<file path="config.mk">
export PLATFORM = sky130hd
export DESIGN_NAME = subleq_ctrl
export DESIGN_NICKNAME = d
export VERILOG_FILES = /design/src/rtl/subleq_ctrl.sv
export SDC_FILE = /design/constraint.sdc
export NUM_CORES = 1
export LEC_CHECK = 0
export ABC_AREA = 1
export ABC_CLOCK_PERIOD_IN_PS = 1500
export CORE_UTILIZATION = 49
export DETAILED_ROUTE_END_ITERATION = 6
export GPL_TIMING_DRIVEN = 1
export PLACE_DENSITY = 0.76
export SYNTH_ARGS = -nofsm -noshare
export SYNTH_HDL_FRONTEND = slang
export SYNTH_SLANG_ARGS = --single-unit
</file>
<file path="constraint.sdc">
create_clock -name clk -period 1.5 [get_ports clk]
set_input_delay 0.3 -clock clk [delete_from_list [all_inputs] [get_ports clk]]
set_output_delay 0.3 -clock clk [all_outputs]
set_load 0.1 [all_outputs]
</file>
<file path="src/rtl/subleq_ctrl.sv">
// Sequencer for the subleq core: fetches A/B/C, computes mem[B]-mem[A], writes it back
// to mem[B], then branches to C (or halts) when the result is signed <= 0.
`ifndef WORD_SIZE
`define WORD_SIZE 8
`endif

module subleq_ctrl #(
  parameter int                   WORD_SIZE = `WORD_SIZE,
  parameter logic [WORD_SIZE-1:0] HALT_ADDR = '1
) (
  input  logic                 clk,
  input  logic                 areset,
  input  logic                 run,
  input  logic [WORD_SIZE-1:0] pc_in,
  output logic                 branch,
  output logic                 inc,
  output logic [WORD_SIZE-1:0] branch_addr,
  output logic                 mem_req,
  output logic                 mem_we,
  output logic [WORD_SIZE-1:0] mem_addr,
  output logic [WORD_SIZE-1:0] mem_wdata,
  input  logic [WORD_SIZE-1:0] mem_rdata,
  input  logic                 mem_ack,
  output logic                 halted
);

  typedef enum logic [3:0] {
    IDLE, FETCH_A, FETCH_B, FETCH_C, LOAD_A, LOAD_B, STORE, UPDATE, HALT
  } state_t;

  state_t               state_q, state_d;
  logic [WORD_SIZE-1:0] op_a_q, op_a_d;
  logic [WORD_SIZE-1:0] op_b_q, op_b_d;
  logic [WORD_SIZE-1:0] op_c_q, op_c_d;
  logic [WORD_SIZE-1:0] val_a_q, val_a_d;
  logic [WORD_SIZE-1:0] diff_q, diff_d;
  logic [WORD_SIZE-1:0] mem_addr_q, mem_addr_d;
  logic [WORD_SIZE-1:0] mem_wdata_q, mem_wdata_d;
  logic                 mem_req_q, mem_req_d;
  logic                 mem_we_q, mem_we_d;
  logic                 branch_q, branch_d;
  logic                 halted_q, halted_d;

  logic                 ack;
  logic                 leq;
  logic                 take_halt;
  logic [WORD_SIZE-1:0] load_diff;
  logic [WORD_SIZE-1:0] pc_next;

  // An ack only counts while our own request is outstanding.
  assign ack       = mem_req_q & mem_ack;
  assign leq       = (diff_q == '0) | diff_q[WORD_SIZE-1];
  assign take_halt = leq & (op_c_q == HALT_ADDR);
  assign load_diff = mem_rdata - val_a_q;
  // The PC increments on the same edge that completes a fetch, so the following
  // fetch address must already be pc+1 when it is registered.
  assign pc_next   = pc_in + WORD_SIZE'(1);

  always_ff @(posedge clk) begin
    if (areset) begin
      state_q     <= IDLE;
      op_a_q      <= '0;
      op_b_q      <= '0;
      op_c_q      <= '0;
      val_a_q     <= '0;
      diff_q      <= '0;
      mem_addr_q  <= '0;
      mem_wdata_q <= '0;
      mem_req_q   <= 1'b0;
      mem_we_q    <= 1'b0;
      branch_q    <= 1'b0;
      halted_q    <= 1'b0;
    end else begin
      state_q     <= state_d;
      op_a_q      <= op_a_d;
      op_b_q      <= op_b_d;
      op_c_q      <= op_c_d;
      val_a_q     <= val_a_d;
      diff_q      <= diff_d;
      mem_addr_q  <= mem_addr_d;
      mem_wdata_q <= mem_wdata_d;
      mem_req_q   <= mem_req_d;
      mem_we_q    <= mem_we_d;
      branch_q    <= branch_d;
      halted_q    <= halted_d;
    end
  end

  always_comb begin
    state_d     = state_q;
    op_a_d      = op_a_q;
    op_b_d      = op_b_q;
    op_c_d      = op_c_q;
    val_a_d     = val_a_q;
    diff_d      = diff_q;
    mem_addr_d  = mem_addr_q;
    mem_wdata_d = mem_wdata_q;
    mem_req_d   = mem_req_q;
    mem_we_d    = mem_we_q;
    branch_d    = 1'b0;
    halted_d    = halted_q;
    inc         = 1'b0;

    case (state_q)
      IDLE: begin
        if (run) begin
          state_d    = FETCH_A;
          mem_req_d  = 1'b1;
          mem_we_d   = 1'b0;
          mem_addr_d = pc_in;
        end
      end
      FETCH_A: begin
        inc = ack;
        if (ack) begin
          op_a_d     = mem_rdata;
          mem_addr_d = pc_next;
          state_d    = FETCH_B;
        end
      end
      FETCH_B: begin
        inc = ack;
        if (ack) begin
          op_b_d     = mem_rdata;
          mem_addr_d = pc_next;
          state_d    = FETCH_C;
        end
      end
      FETCH_C: begin
        inc = ack;
        if (ack) begin
          op_c_d     = mem_rdata;
          mem_addr_d = op_a_q;
          state_d    = LOAD_A;
        end
      end
      LOAD_A: begin
        if (ack) begin
          val_a_d    = mem_rdata;
          mem_addr_d = op_b_q;
          state_d    = LOAD_B;
        end
      end
      LOAD_B: begin
        if (ack) begin
          diff_d      = load_diff;
          mem_wdata_d = load_diff;
          mem_we_d    = 1'b1;
          state_d     = STORE;
        end
      end
      STORE: begin
        if (ack) begin
          mem_req_d = 1'b0;
          mem_we_d  = 1'b0;
          // Branch strobe is registered, so it is decided here and shows in UPDATE.
          branch_d  = leq & ~take_halt;
          state_d   = UPDATE;
        end
      end
      UPDATE: begin
        if (take_halt) begin
          halted_d = 1'b1;
          state_d  = HALT;
        end else if (run) begin
          mem_req_d  = 1'b1;
          mem_we_d   = 1'b0;
          mem_addr_d = branch_q ? op_c_q : pc_in;
          state_d    = FETCH_A;
        end else begin
          state_d = IDLE;
        end
      end
      HALT: begin
        state_d = HALT;
      end
      default: begin
        state_d = IDLE;
      end
    endcase
  end

  assign branch      = branch_q;
  assign branch_addr = op_c_q;
  assign mem_req     = mem_req_q;
  assign mem_we      = mem_we_q;
  assign mem_addr    = mem_addr_q;
  assign mem_wdata   = mem_wdata_q;
  assign halted      = halted_q;

endmodule

</file>
==> results of run 1 <==
==> routing by layer <==
| metal | vias up | track usage | wire [microns] |
|---|---|---|---|
| met4 | 0 | 0.142 | 394 |
| met3 | 37 | 0.0522 | 524 |
| met2 | 159 | 0.544 | 5210 |
| met1 | 1701 | 0.335 | 4080 |
| met5 | - | 0 | 0 |
| li1 | 1736 | - | - |
==> worst reg2reg max path, cell delays in order (launching register included) <==
cell and delay (ps):
dfxtp_4 420, nand2_2 130, nor2_4 170, inv_2 80
nor2_2 140, nand2_2 100, nand2_4 150, nand2_4 90
nor2_1 120, nor2_1 50
==> power breakdown <==
part	switching [mW]	internal, mW
Combinational	2.28	1.41
Clock	0.521	0.547
Sequential	0.217	1.67
Total	3.01	3.63
==> flip-flops by register name, summed over array words and instances (netlist names), 4 cells and up <==
register / count
mem_wdata: 8
mem_addr: 8
state_q: 4
op_b_q: 8
op_a_q: 8
val_a_q: 8
branch_addr: 8
==> metrics by stage <==
stage               setup WS (ps)  setup TNS (ps)  power, mW  instance area, sq um  hold slack, ps
CTS                         -2.37           -3.64       6.35                  4760             451
detailed placement           -616          -11330       5.15                  4510             436
finish                      -47.0            -238       6.65                  4980             449
floorplan                   0.698               0       4.03                  3210             423
global placement             -547           -9240       5.10                  4510             431
global route                 -108            -940       6.95                  4980             469
==> kinds of logic after synthesis <==
family | Yosys count | share of synthesized area
adders and majority gates | 9 | 0.0385
xor gates and xnor gates | 8 | 0.0225
and+or+nand+nor | 199 | 0.280
AOI/OAI and AO/OA | 108 | 0.187
DFF | 56 | 0.360
buffers and inverters | 82 | 0.112
==> layout make-up <==
class                      instances  area (sq um)  share of cell area
multi-input combinational        324          1890               0.380
sequential                        56          1210               0.242
inverter                          66           250              0.0502
clock buffer                       6          82.6              0.0166
clock inverter                     2          38.8             0.00779
timing repair buffer             125          1420               0.284
tap                               75          93.8              0.0188
==> timing repair <==
item / in CTS / in global routing
pin swaps: 10 / 19
cloned: 0 / 1
gates resized for setup: 27 / 48
setup endpoints to repair: 22 / 25
setup buffers: 6 / 4
==> cells in the mapped netlist <==
cell,n
nand2_2,8
xnor2_1,3
a211oi_1,1
buf_2,4
o21bai_1,2
nor3_2,1
nand2_1,96
buf_6,4
a22oi_1,1
xor2_1,5
nor2_4,1
nor3_1,1
nor2_2,3
a21oi_1,52
o21ai_0,37
dfxtp_1,56
nand3_1,31
a31oi_1,3
buf_4,2
a21o_1,3
ha_1,8
nor2_1,42
nor4_1,1
a21oi_4,1
inv_2,4
o21ai_1,5
clkbuf_1,6
nand4_1,14
inv_1,62
o21ai_2,1
nand2_4,1
fa_1,1
o21a_1,2
==> how the worst max path moves through the flow <==
stage | startpoint | end | depth (start not counted)
after detailed placement | mem_rdata[0] | mem_wdata[6]$_SDFFE_PP0P_ | 10
after global placement | mem_rdata[0] | mem_wdata[6]$_SDFFE_PP0P_ | 10
after floorplan | mem_rdata[0] | mem_wdata[6]$_SDFFE_PP0P_ | 9
after CTS | state_q[3]$_SDFFE_PP0P_ | mem_addr[5]$_SDFFE_PP0P_ | 10
final | state_q[0]$_SDFFE_PP0P_ | mem_addr[5]$_SDFFE_PP0P_ | 9
after global routing | state_q[0]$_SDFFE_PP0P_ | mem_addr[5]$_SDFFE_PP0P_ | 9
==> impl_metrics.csv, run 1 <==
group,metric,value,unit
status,status,"finished, violations left",
status,violations,"negative setup slack",
clocking,clkLatencyLatePin,310,ps
die,core,0.00603,sq mm
setup_path,cp_slowest_cell,"dfxtp_4",
place,post-dp-hpwl,6890,microns
die,io-pin-count,49,
place,dp.cells,635,
hold_path,hp-class,"reg2reg",
setup_path,path_cells,"nand2_2 -> nor2_4 -> inv_2 -> nor2_2 -> nand2_2 -> nand2_4 -> nand2_4 -> nor2_1 -> nor2_1",
clocking,cts_tree,"yes",
setup_path,r2r_start,"state_q[0]$_SDFFE_PP0P_",
power,powerDensity,1330,mW/mm^2
setup_path,rrSetupSlack,-50,ps
hold_path,hold_depth,2,
finish,final_nets,607,
setup_path,slowest_delay,420,ps
finish,area_delta_synth_final,59.8,%
synth,netlist_instances,462,
routing,drt_wl_total,10200,microns
synth,synth_top_area_cell,"dfxtp_1",
routing,drc,0,
die,die_w,81.8,microns
finish,drive_gt1_frac,0.347,
global_route,grt_overflow,0,
synth,synth_nets,491,
setup_path,critPathMaxFanout,8,
global_route,antenna_found_initial,0,
finish,final_cell_mix,"nand2_1 (91), buf_4 (68), inv_1 (56), a21oi_1 (46)",
hold_path,hold_path_end,"op_b_q[1]$_SDFFE_PP0P_",
die,initial_core_util,0.517,
routing,postRouteAntennaNets,0,
clocking,cts_inserted_buffers,5,
routing,vias,3633,
place,gp_congestion,0.903,
setup_path,arrival,1760,ps
synth,ys.warnings.count,0,
timing,finalCritPeriodShare,1.03,
setup_path,end_kind,"flop",
synth,syn-cell-area,0.00312,sq mm
global_route,grt_max_degree,32,
routing,via_per_inst,5.56,
synth,yosys.cell_types.count,33,
synth,ys_seq_elements,56,
timing,min_period,1550,ps
run,max-cap-violations,0,
finish,n_antenna_cell,0,
timing,hold_viol,0,
place,numPortBuffers,48,
setup_path,crit_type,"reg2reg",
timing,maxSlewViolCount,0,
global_route,grt_usage,0.299,
synth,synth_top_area_share,0.360,
setup_path,crit_buf_inv,1,
timing,fin_ws,-47.0,ps
timing,clock_skew,3.60,ps
clocking,htreeDepth,2,
hold_path,worstHoldStart,"op_b_q[1]$_SDFFE_PP0P_",
die,row_count,28,
clocking,cts.hold.buffers_added,0,
clocking,clk_pin_slew,100,ps
timing,final-setup-viol-count,11,
clocking,clock_sinks,56,
finish,final_common_cell,"nand2_1",
finish,instances_no_fill,654,
timing,worst_pin_slew,325,ps
finish,fin_util,0.827,
die,die_area,0.00668,sq mm
setup_path,cp_top_family,"simple AND/OR/NAND/NOR gates",
clocking,max-clock-path-buffers,2,
synth,syn_avg_cell_area,6.75,sq um
setup_path,cp-start-kind,"flop",
global_route,first_global_vias,3475,
setup_path,critPathRequiredTime,1720,ps
die,die_h,81.8,microns
global_route,grt_pass1_wl,15400,microns
setup_path,reg2regPathDepth,9,
timing,rsz0062_at_grt,"yes",
routing,avgRoutedWirePerCell,15.6,microns
clocking,root_buffer,"clkbuf_8",
routing,drt_pre_antenna_iters,6,
synth,yosys-top-cells-area,"dfxtp_1 (36%), nand2_1 (12%), a21oi_1 (8.4%)",
timing,max_freq,646,MHz
routing,drt_first_iter_violations,280,
power,leakagePower,2.20,nW
synth,yosysSeqAreaShare,0.360,
finish,fillers,361,
power,peakVddDrop,2.00,mV
timing,slew_headroom,0.782,
setup_path,r2r-end,"mem_addr[5]$_SDFFE_PP0P_",
Power figures use the tool's default switching activity.
==> run 2: changes to the inputs <==
TNS_END_PERCENT = 1   (was not set)
==> run 2 against run 1 <==
  * The run still ends with negative setup slack left
  * Wire length decreased by 2.6%
  * Non-clock buffer count shrank 8
  * Via count decreased by 3.0%
  * Final cell count fell by 1.2%
  * Maximum frequency is 0.89% lower
  * Count of clock-buffer cells in the layout fell by 1
  * Register-to-register slack about the same
  * Critical endpoint is now inc
  * Largest cell class unchanged
  * First-iteration DRC count fell by 13%
  * Flip-flop and latch count did not move
  * Combinational power is 2% higher
==> impl_metrics.csv, run 2 (same netlist as run 1, synthesis figures left out) <==
group,metric,value,unit
timing,min_period,1560,ps
power,powerDensity,1370,mW/mm^2
status,violations,"negative setup slack",
setup_path,rrSetupSlack,-40,ps
clocking,cts.hold.buffers_added,0,
power,peakVddDrop,2.49,mV
timing,rsz0062_at_grt,"yes",
timing,worst_pin_slew,366,ps
routing,via_per_inst,5.45,
power,p_sw,3.11,mW
routing,drt_pre_antenna_iters,6,
clocking,clkLatencyLatePin,320,ps
power,p_clk_frac,0.159,
global_route,grt_usage,0.299,
clocking,root_buffer,"clkbuf_8",
place,gp_congestion,0.955,
hold_path,hp-class,"reg2reg",
hold_path,hold_depth,2,
run,max-cap-violations,0,
place,dp.cells,628,
clocking,max-clock-path-buffers,2,
timing,timing.hold.ws,453,ps
timing,slew_headroom,0.755,
global_route,grt_pass1_wl,15300,microns
die,die_w,81.8,microns
routing,vias,3523,
finish,n_antenna_cell,0,
power,totalPowerFinal,6.74,mW
clocking,cts_tree,"yes",
timing,final-setup-viol-count,13,
routing,avgRoutedWirePerCell,15.4,microns
clocking,cts_inserted_buffers,5,
routing,drc,0,
finish,instances_no_fill,646,
power,seqPwrFrac,0.279,
global_route,grt_max_degree,24,
timing,maxSlewViolCount,0,
die,initial_core_util,0.517,
finish,area_delta_synth_final,58.0,%
finish,drive_gt1_frac,0.336,
die,io-pin-count,49,
timing,fin_ws,-61.0,ps
setup_path,arrival,1260,ps
timing,max_freq,641,MHz
die,die_h,81.8,microns
clocking,htreeDepth,2,
place,numPortBuffers,48,
setup_path,crit_type,"reg2out",
timing,setup_tns,-275,ps
finish,fillers,396,
finish,final_common_cell,"nand2_1",
clocking,clock_sinks,56,
finish,register_area,0.00120,sq mm
setup_path,end_kind,"primary output",
power,p_int,3.64,mW
setup_path,cp-start-kind,"flop",
finish,multi_input_area,0.00188,sq mm
setup_path,slowest_delay,380,ps
place,post-dp-hpwl,6900,microns
routing,postRouteAntennaNets,0,
setup_path,crit_top_cell,"nor2_4",
timing,clock_skew,10.3,ps
global_route,antenna_found_initial,0,
setup_path,critPathRequiredTime,1200,ps
setup_path,reg2regPathDepth,8,
finish,final_nets,599,
power,switching_share,0.460,
die,row_count,28,
clocking,clk_pin_slew,120,ps
power,power_frac_comb,0.561,
global_route,first_global_vias,3396,
status,status,"finished, violations left",
routing,drt_wl_total,9950,microns
power,leakagePower,2.14,nW
setup_path,critPathMaxFanout,4,
routing,drt_first_iter_violations,245,
die,core,0.00603,sq mm
die,die_area,0.00668,sq mm
timing,finalCritPeriodShare,1.04,
finish,final_cell_mix,"nand2_1 (90), buf_4 (59), inv_1 (55), a21oi_1 (49), buf_12 (34)",
global_route,grt_overflow,0,
setup_path,cp_slowest_cell,"dfxtp_4",
setup_path,path_cells,"nor2_4 -> nand2_4 -> nor2_4 -> buf_12",
timing,hold_viol,0,
## run 2: cell types whose count changed in the layout (fill, tap and decap cells not counted), moves of 2 or more
cell            previous run  this run
dlymetal6s2s_1             4         1
o21ai_2                    2         4
o21ai_0                   34        25
dlygate4sd2_1              4         6
a21oi_1                   46        49
o21ai_1                    6        14
a21oi_2                    5         3
buf_4                     68        59
## run 2: metal layers
metal / global-route usage / vias up / share of wire
met2: 0.540 / 140 / 0.51
met4: 0.114 / 0 / 0.032
li1: - / 1717 / -
met5: 0 / - / 0
met1: 0.349 / 1633 / 0.40
met3: 0.0511 / 33 / 0.051
## run 2: critical path: cells and delay by family (launching register included)
family | cells | cell delay (ps)
buffers and inverters | 1 | 180
and+or+nand+nor | 3 | 390
DFF | 1 | 380
## run 2: what timing repair did
action / CTS / global route
pin swaps: 11 / 19
hold endpoints to repair: 0 / 0
gates resized for setup: 31 / 51
buffers inserted: 7 / 1
endpoints found under the setup margin: 17 / 30
cloned: 0 / 2
## run 2: path summary, 6_finish.rpt
| path | from | endpoint |
|---|---|---|
| min | op_b_q[2]$_SDFFE_PP0P_ | op_b_q[2]$_SDFFE_PP0P_ |
| min reg2reg | op_b_q[2]$_SDFFE_PP0P_ | op_b_q[2]$_SDFFE_PP0P_ |
| max | state_q[3]$_SDFFE_PP0P_ | inc |
| max reg2reg | state_q[3]$_SDFFE_PP0P_ | mem_addr[1]$_SDFFE_PP0P_ |
## run 2: final cells by class
| cell class | instances | share of cell area |
|---|---|---|
| inverter | 66 | 0.0508 |
| timing repair buffer | 117 | 0.280 |
| tap | 75 | 0.0191 |
| clock inverter | 3 | 0.0102 |
| clock buffer | 5 | 0.0140 |
| sequential | 56 | 0.245 |
| multi-input combinational | 324 | 0.381 |
## run 2: stage by stage
stage	utilization	area [sq um]	worst slack (ps)
after detailed placement	0.737	4440	-666
after global placement	0.737	4440	-559
after global routing	0.817	4920	-106
final	0.817	4920	-61.0
after floorplan	-	3200	-6.62
after CTS	0.785	4730	-18.1
## run 2: power groups by stage
stage          Clock [mW]  Sequential [mW]  Combinational, mW
6_report             1.08             1.88               3.78
4_1_cts              1.09             1.86               3.44
5_1_grt              1.13             1.90               4.06
3_3_place_gp            0             1.89               3.23
3_5_place_dp            0             1.89               3.26
2_1_floorplan           0             2.68               1.35
==> run 3: changes to the inputs <==
ABC_CLOCK_PERIOD_IN_PS = 1570   (was 1500)
CORE_UTILIZATION = 54   (was 49)
PLACE_DENSITY = 0.79   (was 0.76)
clock period = 1.57 ns   (was 1.5 ns; I/O delays follow)
==> run 3 against run 2 <==
  * The flow still finishes with violations (negative setup slack)
  * Critical endpoint unchanged
  * Count of clock-buffer cells in the layout rose by 1
  * Sequential power fell by 3%
  * Clock power fell by 9%
  * Utilization is 1.1 points higher
  * Largest power group unchanged
  * Register-to-register slack better by 80 ps
  * Worst hold slack worse by 1.8 ps
  * Sequential share of layout area grew 1.3 points
  * Combinational power fell by 15%
  * Die area is 9.0% lower
==> impl_metrics.csv, run 3 (same netlist as run 1, synthesis figures left out) <==
group,metric,value,unit
routing,drt_wl_total,9540,microns
clocking,max-clock-path-buffers,2,
die,die_h,78.0,microns
global_route,grt_usage,0.307,
place,dp.cells,612,
finish,final_nets,577,
place,post-dp-hpwl,6850,microns
timing,min_period,1610,ps
routing,drt_first_iter_violations,195,
routing,drc,0,
setup_path,end_kind,"primary output",
timing,finalCritPeriodShare,1.02,
status,violations,"negative setup slack",
finish,final_common_cell,"nand2_1",
die,initial_core_util,0.563,
global_route,first_global_vias,3207,
clocking,root_buffer,"clkbuf_8",
setup_path,critPathRequiredTime,1260,ps
timing,rsz0062_at_grt,"yes",
global_route,grt_overflow,0,
timing,final-setup-viol-count,1,
routing,postRouteAntennaNets,0,
timing,slew_headroom,0.786,
finish,n_antenna_cell,0,
die,die_w,78.0,microns
setup_path,cp-start-kind,"input pin",
clocking,cts.hold.buffers_added,0,
finish,fillers,376,
clocking,clk_pin_slew,90,ps
routing,drt_pre_antenna_iters,4,
routing,via_per_inst,5.57,
global_route,grt_max_degree,40,
timing,maxSlewViolCount,0,
die,io-pin-count,49,
clocking,clock_sinks,56,
power,peakVddDrop,1.06,mV
timing,max_freq,622,MHz
clocking,cts_tree,"yes",
place,gp_congestion,0.933,
routing,avgRoutedWirePerCell,15.4,microns
status,status,"finished, violations left",
die,row_count,27,
finish,area_delta_synth_final,47.2,%
clocking,htreeDepth,2,
clocking,clkLatencyLatePin,310,ps
power,leakagePower,2.00,nW
power,powerDensity,1310,mW/mm^2
finish,drive_gt1_frac,0.270,
timing,clock_skew,10.3,ps
routing,vias,3462,
timing,hold_viol,0,
place,numPortBuffers,48,
finish,instances_no_fill,621,
die,die_area,0.00608,sq mm
finish,final_cell_mix,"nand2_1 (92), inv_1 (58), a21oi_1 (50), buf_4 (45), nor2_1 (39)",
global_route,grt_pass1_wl,14700,microns
setup_path,arrival,1290,ps
clocking,cts_inserted_buffers,5,
setup_path,crit_type,"in2out",
timing,worst_pin_slew,321,ps
global_route,antenna_found_initial,0,
timing,fin_ws,-38.7,ps
run,max-cap-violations,0,
finish,fin_util,0.828,
die,core,0.00554,sq mm
setup_path,critPathMaxFanout,3,
hold_path,hp-class,"reg2reg",
place,dp_slack,-551,ps
==> run 3: cell count changes in the layout (fill, tap and decap cells not counted), moves of 4 or more <==
cell,previous run,this run
dfxtp_4,21,13
dfxtp_2,4,9
o21ai_0,25,34
buf_4,59,45
nor2_2,8,4
o21ai_1,14,7
dlygate4sd2_1,6,2
nor2_1,33,39
buf_6,4,0
==> run 3: stage by stage <==
stage | area, sq um | TNS (ps) | hold WS [ps] | total power [mW]
after floorplan | 3170 | -52.2 | 423 | 3.85
after global placement | 4300 | -9380 | 430 | 4.83
after detailed placement | 4300 | -12000 | 441 | 4.91
after CTS | 4480 | -94.8 | 454 | 5.92
after global routing | 4590 | -729 | 484 | 6.31
final | 4590 | -38.7 | 451 | 6.03
==> run 3: power breakdown <==
part	leakage, nW	internal (mW)	switching [mW]	total [mW]
combinational	1.47	1.14	2.09	3.23
clock	0.0588	0.515	0.469	0.983
sequential	0.469	1.61	0.210	1.82
total	2.00	3.27	2.77	6.03
==> run 3: repair_timing <==
item | 4_1_cts | 5_1_grt
resized for setup | 19 | 25
endpoints found under the setup margin | 21 | 27
pin swaps | 5 | 3
setup buffers | 1 | 0
==> run 3: worst paths after layout <==
kind | from | endpoint | slack [ps] | cells past startpoint
setup reg to reg | val_a_q[0]$_SDFFE_PP0P_ | mem_wdata[6]$_SDFFE_PP0P_ | 40 | 8
setup / recovery | mem_ack | inc | -40 | 5
hold / removal | op_a_q[7]$_SDFFE_PP0P_ | op_a_q[7]$_SDFFE_PP0P_ | 450 | 2
hold reg to reg | op_a_q[7]$_SDFFE_PP0P_ | op_a_q[7]$_SDFFE_PP0P_ | 450 | 2
==> run 3: worst max-delay path, cell delays in order <==
cell	delay, ps
clkdlybuf4s50_1	470
nand2_2	80
buf_12	140
nor2_4	110
buf_12	180
==> run 3: area by class of cell <==
type,count,area [sq um],area share
multi-input combinational,324,1800,0.392
sequential,56,1180,0.257
timing repair buffer,95,1160,0.252
inverter,66,248,0.0540
tap,72,90.1,0.0196
clock buffer,6,82.6,0.0180
clock inverter,2,33.8,0.00736
==> run 3: routing by layer <==
layer / global-route usage / vias to the layer above / routed length (microns)
li1: - / 1676 / -
met1: 0.354 / 1627 / 3830
met2: 0.561 / 137 / 5000
met3: 0.0482 / 22 / 481
met4: 0.122 / 0 / 231
met5: 0 / - / 0
==> variant 1: new RTL, settings of run 1 <==
`op_a_q`, `op_b_q`, `val_a_q`, `mem_addr_q` and `mem_wdata_q` no longer have a reset.
--- a/src/rtl/subleq_ctrl.sv
+++ b/src/rtl/subleq_ctrl.sv
@@ -60,11 +60,6 @@
     if (areset) begin
       state_q     <= IDLE;
-      op_a_q      <= '0;
-      op_b_q      <= '0;
       op_c_q      <= '0;
-      val_a_q     <= '0;
       diff_q      <= '0;
-      mem_addr_q  <= '0;
-      mem_wdata_q <= '0;
       mem_req_q   <= 1'b0;
       mem_we_q    <= 1'b0;
@@ -73,11 +68,6 @@
     end else begin
       state_q     <= state_d;
-      op_a_q      <= op_a_d;
-      op_b_q      <= op_b_d;
       op_c_q      <= op_c_d;
-      val_a_q     <= val_a_d;
       diff_q      <= diff_d;
-      mem_addr_q  <= mem_addr_d;
-      mem_wdata_q <= mem_wdata_d;
       mem_req_q   <= mem_req_d;
       mem_we_q    <= mem_we_d;
@@ -85,4 +75,12 @@
       halted_q    <= halted_d;
     end
+  end
+
+  always_ff @(posedge clk) begin
+    op_a_q      <= op_a_d;
+    op_b_q      <= op_b_d;
+    val_a_q     <= val_a_d;
+    mem_addr_q  <= mem_addr_d;
+    mem_wdata_q <= mem_wdata_d;
   end
 
Formal check against the unedited RTL: not equivalent (Yosys sat finds a counterexample within 4 cycles, from zero or initial values and one cycle with areset high).
==> variant 1 against run 1 <==
The run still ends with setup timing left; setup slack worse by 160 ps; count of clock-buffer cells in the layout increased by 3; final area grew 9.6%; highest routed layer unchanged; worst hold slack lost 76 ps; via count is 3.0% lower; wire length up 12%; sequential cell count grew 8; clock power rose by 39%; sequential power up 26%; synthesized area up 3.7%; power increased by 32%.
==> variant 1: results (changes against run 1) <==
stage,metric,value,unit,change
clock_network,clkTransAtPathRegs,80,ps,-20 ps
pwr,irDropWorstVdd,0.00189,V,-5.4%
cells_and_area,drive_gt1_frac,0.477,,+0.130
global_routing,grt_max_degree,18,,-44%
sta,finalSetupTns,-2910,ps,-2670 ps
place,place.gp.congestion,0.921,,+2.0%
critical_path,cp.arrival,1940,ps,+180 ps
clock_network,clk_latency,350,ps,+40 ps
worst_hold_path,hold_end,op_b_q[3],,
global_routing,grt_pass1_wl,16300,µm,+6.0%
route,firstDrtPassIters,5,,-1
place,dp_hpwl,6790,µm,-1.4%
synth,synth-edff-count,40,,+40
route,routed_wl,11500,µm,+12%
sta,setup_viol,38,,+27
place,place_ws,-531,ps,+84.7 ps
sta,fin_ws,-206,ps,-159 ps
place,numPortBuffers,48,,unchanged
critical_path,timing.rr.end,diff_q[6],,
run_status,violations,setup timing,,
route,vias_per_cell,5.99,,+7.9%
route,drt_iter0_drc,264,,-5.7%
cells_and_area,nets,535,,-12%
synth,synth_commonest_cells,"84 x nand2_1, 49 x inv_1, 40 x edfxtp_1",,
critical_path,cp_max_fo,2,,-6
synth,synth_cells,366,,-21%
sta,slew_headroom,0.777,,-0.00491
run_status,status,finished with violations,,
critical_path,r2r-start,val_a_q[0],,
clock_network,htreeDepth,3,,+1
synth,ys_seq_area_frac,0.520,,+0.160
global_routing,grt_usage,0.305,,+0.00520
synth,synth_nets,395,,-20%
synth,synth.distinct_cells,39,,+18%
clock_network,cts_buffers,9,,+4
worst_hold_path,hold_class,input port to flop,,
critical_path,ff2ff_path_depth,8,,-1
place,dp_cells,558,,-12%
synth,synth_area_leaders,"edfxtp_1 37%, dfxtp_1 15%, nand2_1 9.8%",,
-- variant 1: how the worst max path moves through the flow --
stage	from	end	slack [ps]	cells past startpoint
5_1_grt	val_a_q[0]	diff_q[6]	-230	8
2_1_floorplan	state_q[2]	mem_addr[0]	-150	8
3_5_place_dp	mem_rdata[1]	mem_wdata[5]	-530	7
6_report	val_a_q[0]	diff_q[6]	-210	8
4_1_cts	state_q[0]	inc	-80	6
3_3_place_gp	mem_rdata[0]	diff_q[6]	-500	10
-- variant 1: kinds of logic after synthesis --
group                      after synthesis  synth area share
buffers and inverters                   60            0.0716
xor gates and xnor gates                 4            0.0108
DFF                                     64             0.520
adders and majority gates                9            0.0372
and+or+nand+nor                        162             0.239
AOI/OAI and AO/OA                       67             0.121
-- variant 1: what timing repair did --
item | in CTS | in global routing
hold buffers | 0 | 0
setup endpoints to repair | 39 | 51
gates resized for setup | 45 | 69
setup buffers | 9 | 5
pin swaps | 21 | 28
gates cloned | 0 | 0
-- variant 1: routing by layer --
metal  global-route usage  up-vias  part of all wire
li1                     -     1515                 -
met1                0.352     1666              0.36
met4                0.141        0             0.057
met2                0.539      270              0.50
met5                    0        -                 0
met3               0.0646       72             0.088
-- variant 1: area by class of cell --
class	instances	area, µm²
Timing Repair Buffer	134	1510
Clock buffer	9	124
Fill cell	297	891
Tap cell	77	96.3
Clock inverter	7	72.6
Sequential cell	64	1710
Multi-Input combinational cell	242	1720
Inverter	55	219
-- variant 1: power by group --
part | switching [µW] | total [µW] | internal [µW]
Combinational | 2820 | 4900 | 2080
Clock | 728 | 1490 | 763
Sequential | 178 | 2380 | 2200
-- variant 1: critical path, stage by stage (launching register included) --
cell and delay, ps:
edfxtp_1 430, ha_4 190, fa_2 350, inv_2 90, nand4_1 120, nand4_1 110, nand2_1 90, o21ai_1 170
inv_1 70
==> variant 2: new RTL, settings of run 1 <==
Without the edit above. Change the macro `WORD_SIZE` from 8 to 16.
--- a/src/rtl/subleq_ctrl.sv
+++ b/src/rtl/subleq_ctrl.sv
@@ -2,5 +2,5 @@
 // to mem[B], then branches to C (or halts) when the result is signed <= 0.
 `ifndef WORD_SIZE
-`define WORD_SIZE 8
+`define WORD_SIZE 16
 `endif
 
Interface: changed (5 resized); port bits go from 49 to 89. The function was not compared with the original's and may differ.
==> variant 2 against run 1 <==
The flow still finishes with violations (setup timing); synthesized area rose by 93%; power up 120%; final area up 110%; sequential cell count up 48; synthesized cell count grew 100%; global-route usage grew 5.2 points; wire length grew to 3.1 times the old value; count of clock-buffer cells in the layout rose by 7; first-iteration DRC count rose to 4.7 times the old value; sequential power increased by 82%; setup slack worse by 560 ps.
==> variant 2: results (changes against run 1) <==
stage,metric,value,unit,change
run_status,status,finished with violations,,
run_status,violations,setup timing,,
pwr,power_leakage,0.00456,µW,+110%
route,drt_iter0_drc,1307,,+370%
place,placed_cell_area,8870,µm²,+96%
synth,synth_commonest_cells,"225 x nand2_1, 128 x inv_1, 104 x dfxtp_1",,
critical_path,timing.rr.end,op_b_q[6],,
critical_path,cp-start-kind,flop,,
critical_path,ff2ff_path_depth,7,,-2
sta,worst_pin_slew,605,ps,+280 ps
cells_and_area,antenna_cells,0,,unchanged
global_routing,grt_pass1_vias,7198,,+110%
place,dp_hpwl,14000,µm,+100%
sta,setup_viol,98,,+87
place,numPortBuffers,88,,+83%
sta,fin_skew,18.7,ps,+15.1 ps
sta,fin_ws,-607,ps,-560 ps
pwr,irDropWorstVdd,0.000769,V,-62%
global_routing,grt_usage,0.352,,+0.0521
clock_network,clkTransAtPathRegs,80,ps,-20 ps
critical_path,critPathMaxStageDelay,490,ps,+70 ps
global_routing,grt_pass1_wl,35400,µm,+130%
synth,ys_seq_area_frac,0.346,,-0.0136
synth,synth.distinct_cells,36,,+9.1%
route,drt-wirelength-per-cell,23.0,µm,+47%
sta,finalSetupTns,-20860,ps,"-20,620 ps"
synth,synth_nets,992,,+100%
place,place.gp.congestion,0.917,,+1.6%
global_routing,antenna_found_initial,1,,+1
critical_path,slowest_stage,o21ai_1,,
cells_and_area,post-route-util,0.884,,+0.0573
synth,synth_area_leaders,"dfxtp_1 35%, nand2_1 14%, a21oi_1 8.2%",,
cells_and_area,nets,1254,,+110%
critical_path,cp.arrival,2340,ps,+580 ps
critical_path,r2r-start,state_q[3],,
global_routing,grt_max_degree,65,,+100%
clock_network,clock_tree.root_cell,clkbuf_16,,
clock_network,htreeDepth,3,,+1
synth,async_flop_share,0,,unchanged
cells_and_area,drive_gt1_frac,0.420,,+0.0724
worst_hold_path,hold_class,flop to flop,,
synth,yosysWarningCount,0,,unchanged
critical_path,crit_family,compound AO/OA/AOI/OAI gates,,
route,vias,8604,,+140%
clock_network,clk_latency,390,ps,+80 ps
clock_network,cts_buffer_depth,2,,unchanged
critical_path,cp_max_fo,8,,unchanged
critical_path,cp-end-kind,flop,,
clock_network,cts_buffers,9,,+4
==> variant 2: cell families after synthesis <==
group                    share of synthesized area
AO/OA/AOI/OAI                                0.185
XOR/XNOR                                    0.0116
adder cells (fa/ha/maj)                     0.0366
buffers and inverters                        0.115
flip-flops                                   0.346
AND/OR/NAND/NOR                              0.305
==> variant 2: how the worst min path moves through the flow <==
stage / from / endpoint / slack [ps] / depth (start not counted)
after floorplan: op_a_q[5] / op_a_q[5] / 420 / 2
after global placement: op_a_q[11] / op_a_q[11] / 430 / 2
after detailed placement: op_a_q[10] / op_a_q[10] / 440 / 2
after CTS: op_a_q[10] / op_a_q[10] / 450 / 2
after global routing: op_b_q[14] / op_b_q[14] / 480 / 2
final: op_a_q[9] / op_a_q[9] / 450 / 2
==> variant 2: cell type report <==
type	instances	area, µm²
well taps	147	184
repair buffers	287	3230
repair inverters	1	8.76
clock inverters	3	42.5
fillers	499	1390
clock buffers	13	250
flip-flops and latches	104	2210
multi-input cells	664	4170
inverters	134	532
==> variant 2: per-layer routing <==
metal / GRT usage / wire length, µm / vias to the layer above
met5: 0 / 0 / -
met1: 0.427 / 10000 / 3875
li1: - / - / 3551
met3: 0.0632 / 3930 / 348
met2: 0.603 / 13800 / 830
met4: 0.166 / 3360 / 0
==> variant 2: through the flow <==
stage,setup WS [ps],cells
after global placement,-766,1295
after CTS,-139,1329
after floorplan,-135,939
after detailed placement,-796,1295
after global routing,-682,1353
final,-607,1353
==> variant 2: repair_timing <==
item / CTS / global route
hold buffers: 0 / 0
pin swaps: 40 / 59
resized for setup: 119 / 199
buffers inserted: 19 / 18
hold endpoints to repair: 0 / 0
cloned: 1 / 8
endpoints found under the setup margin: 53 / 94
==> variant 2: tightest hold or removal path: cells and delay by family (launching register included) <==
family / cells / cell delay (ps)
AOI/OAI and AO/OA: 1 / 50
buffers and inverters: 1 / 50
DFF: 1 / 310
==> variant 2: power breakdown <==
part	switching (µW)	internal, µW
combinational	5270	3630
clock	1200	1340
sequential	353	3090
total	6820	8060
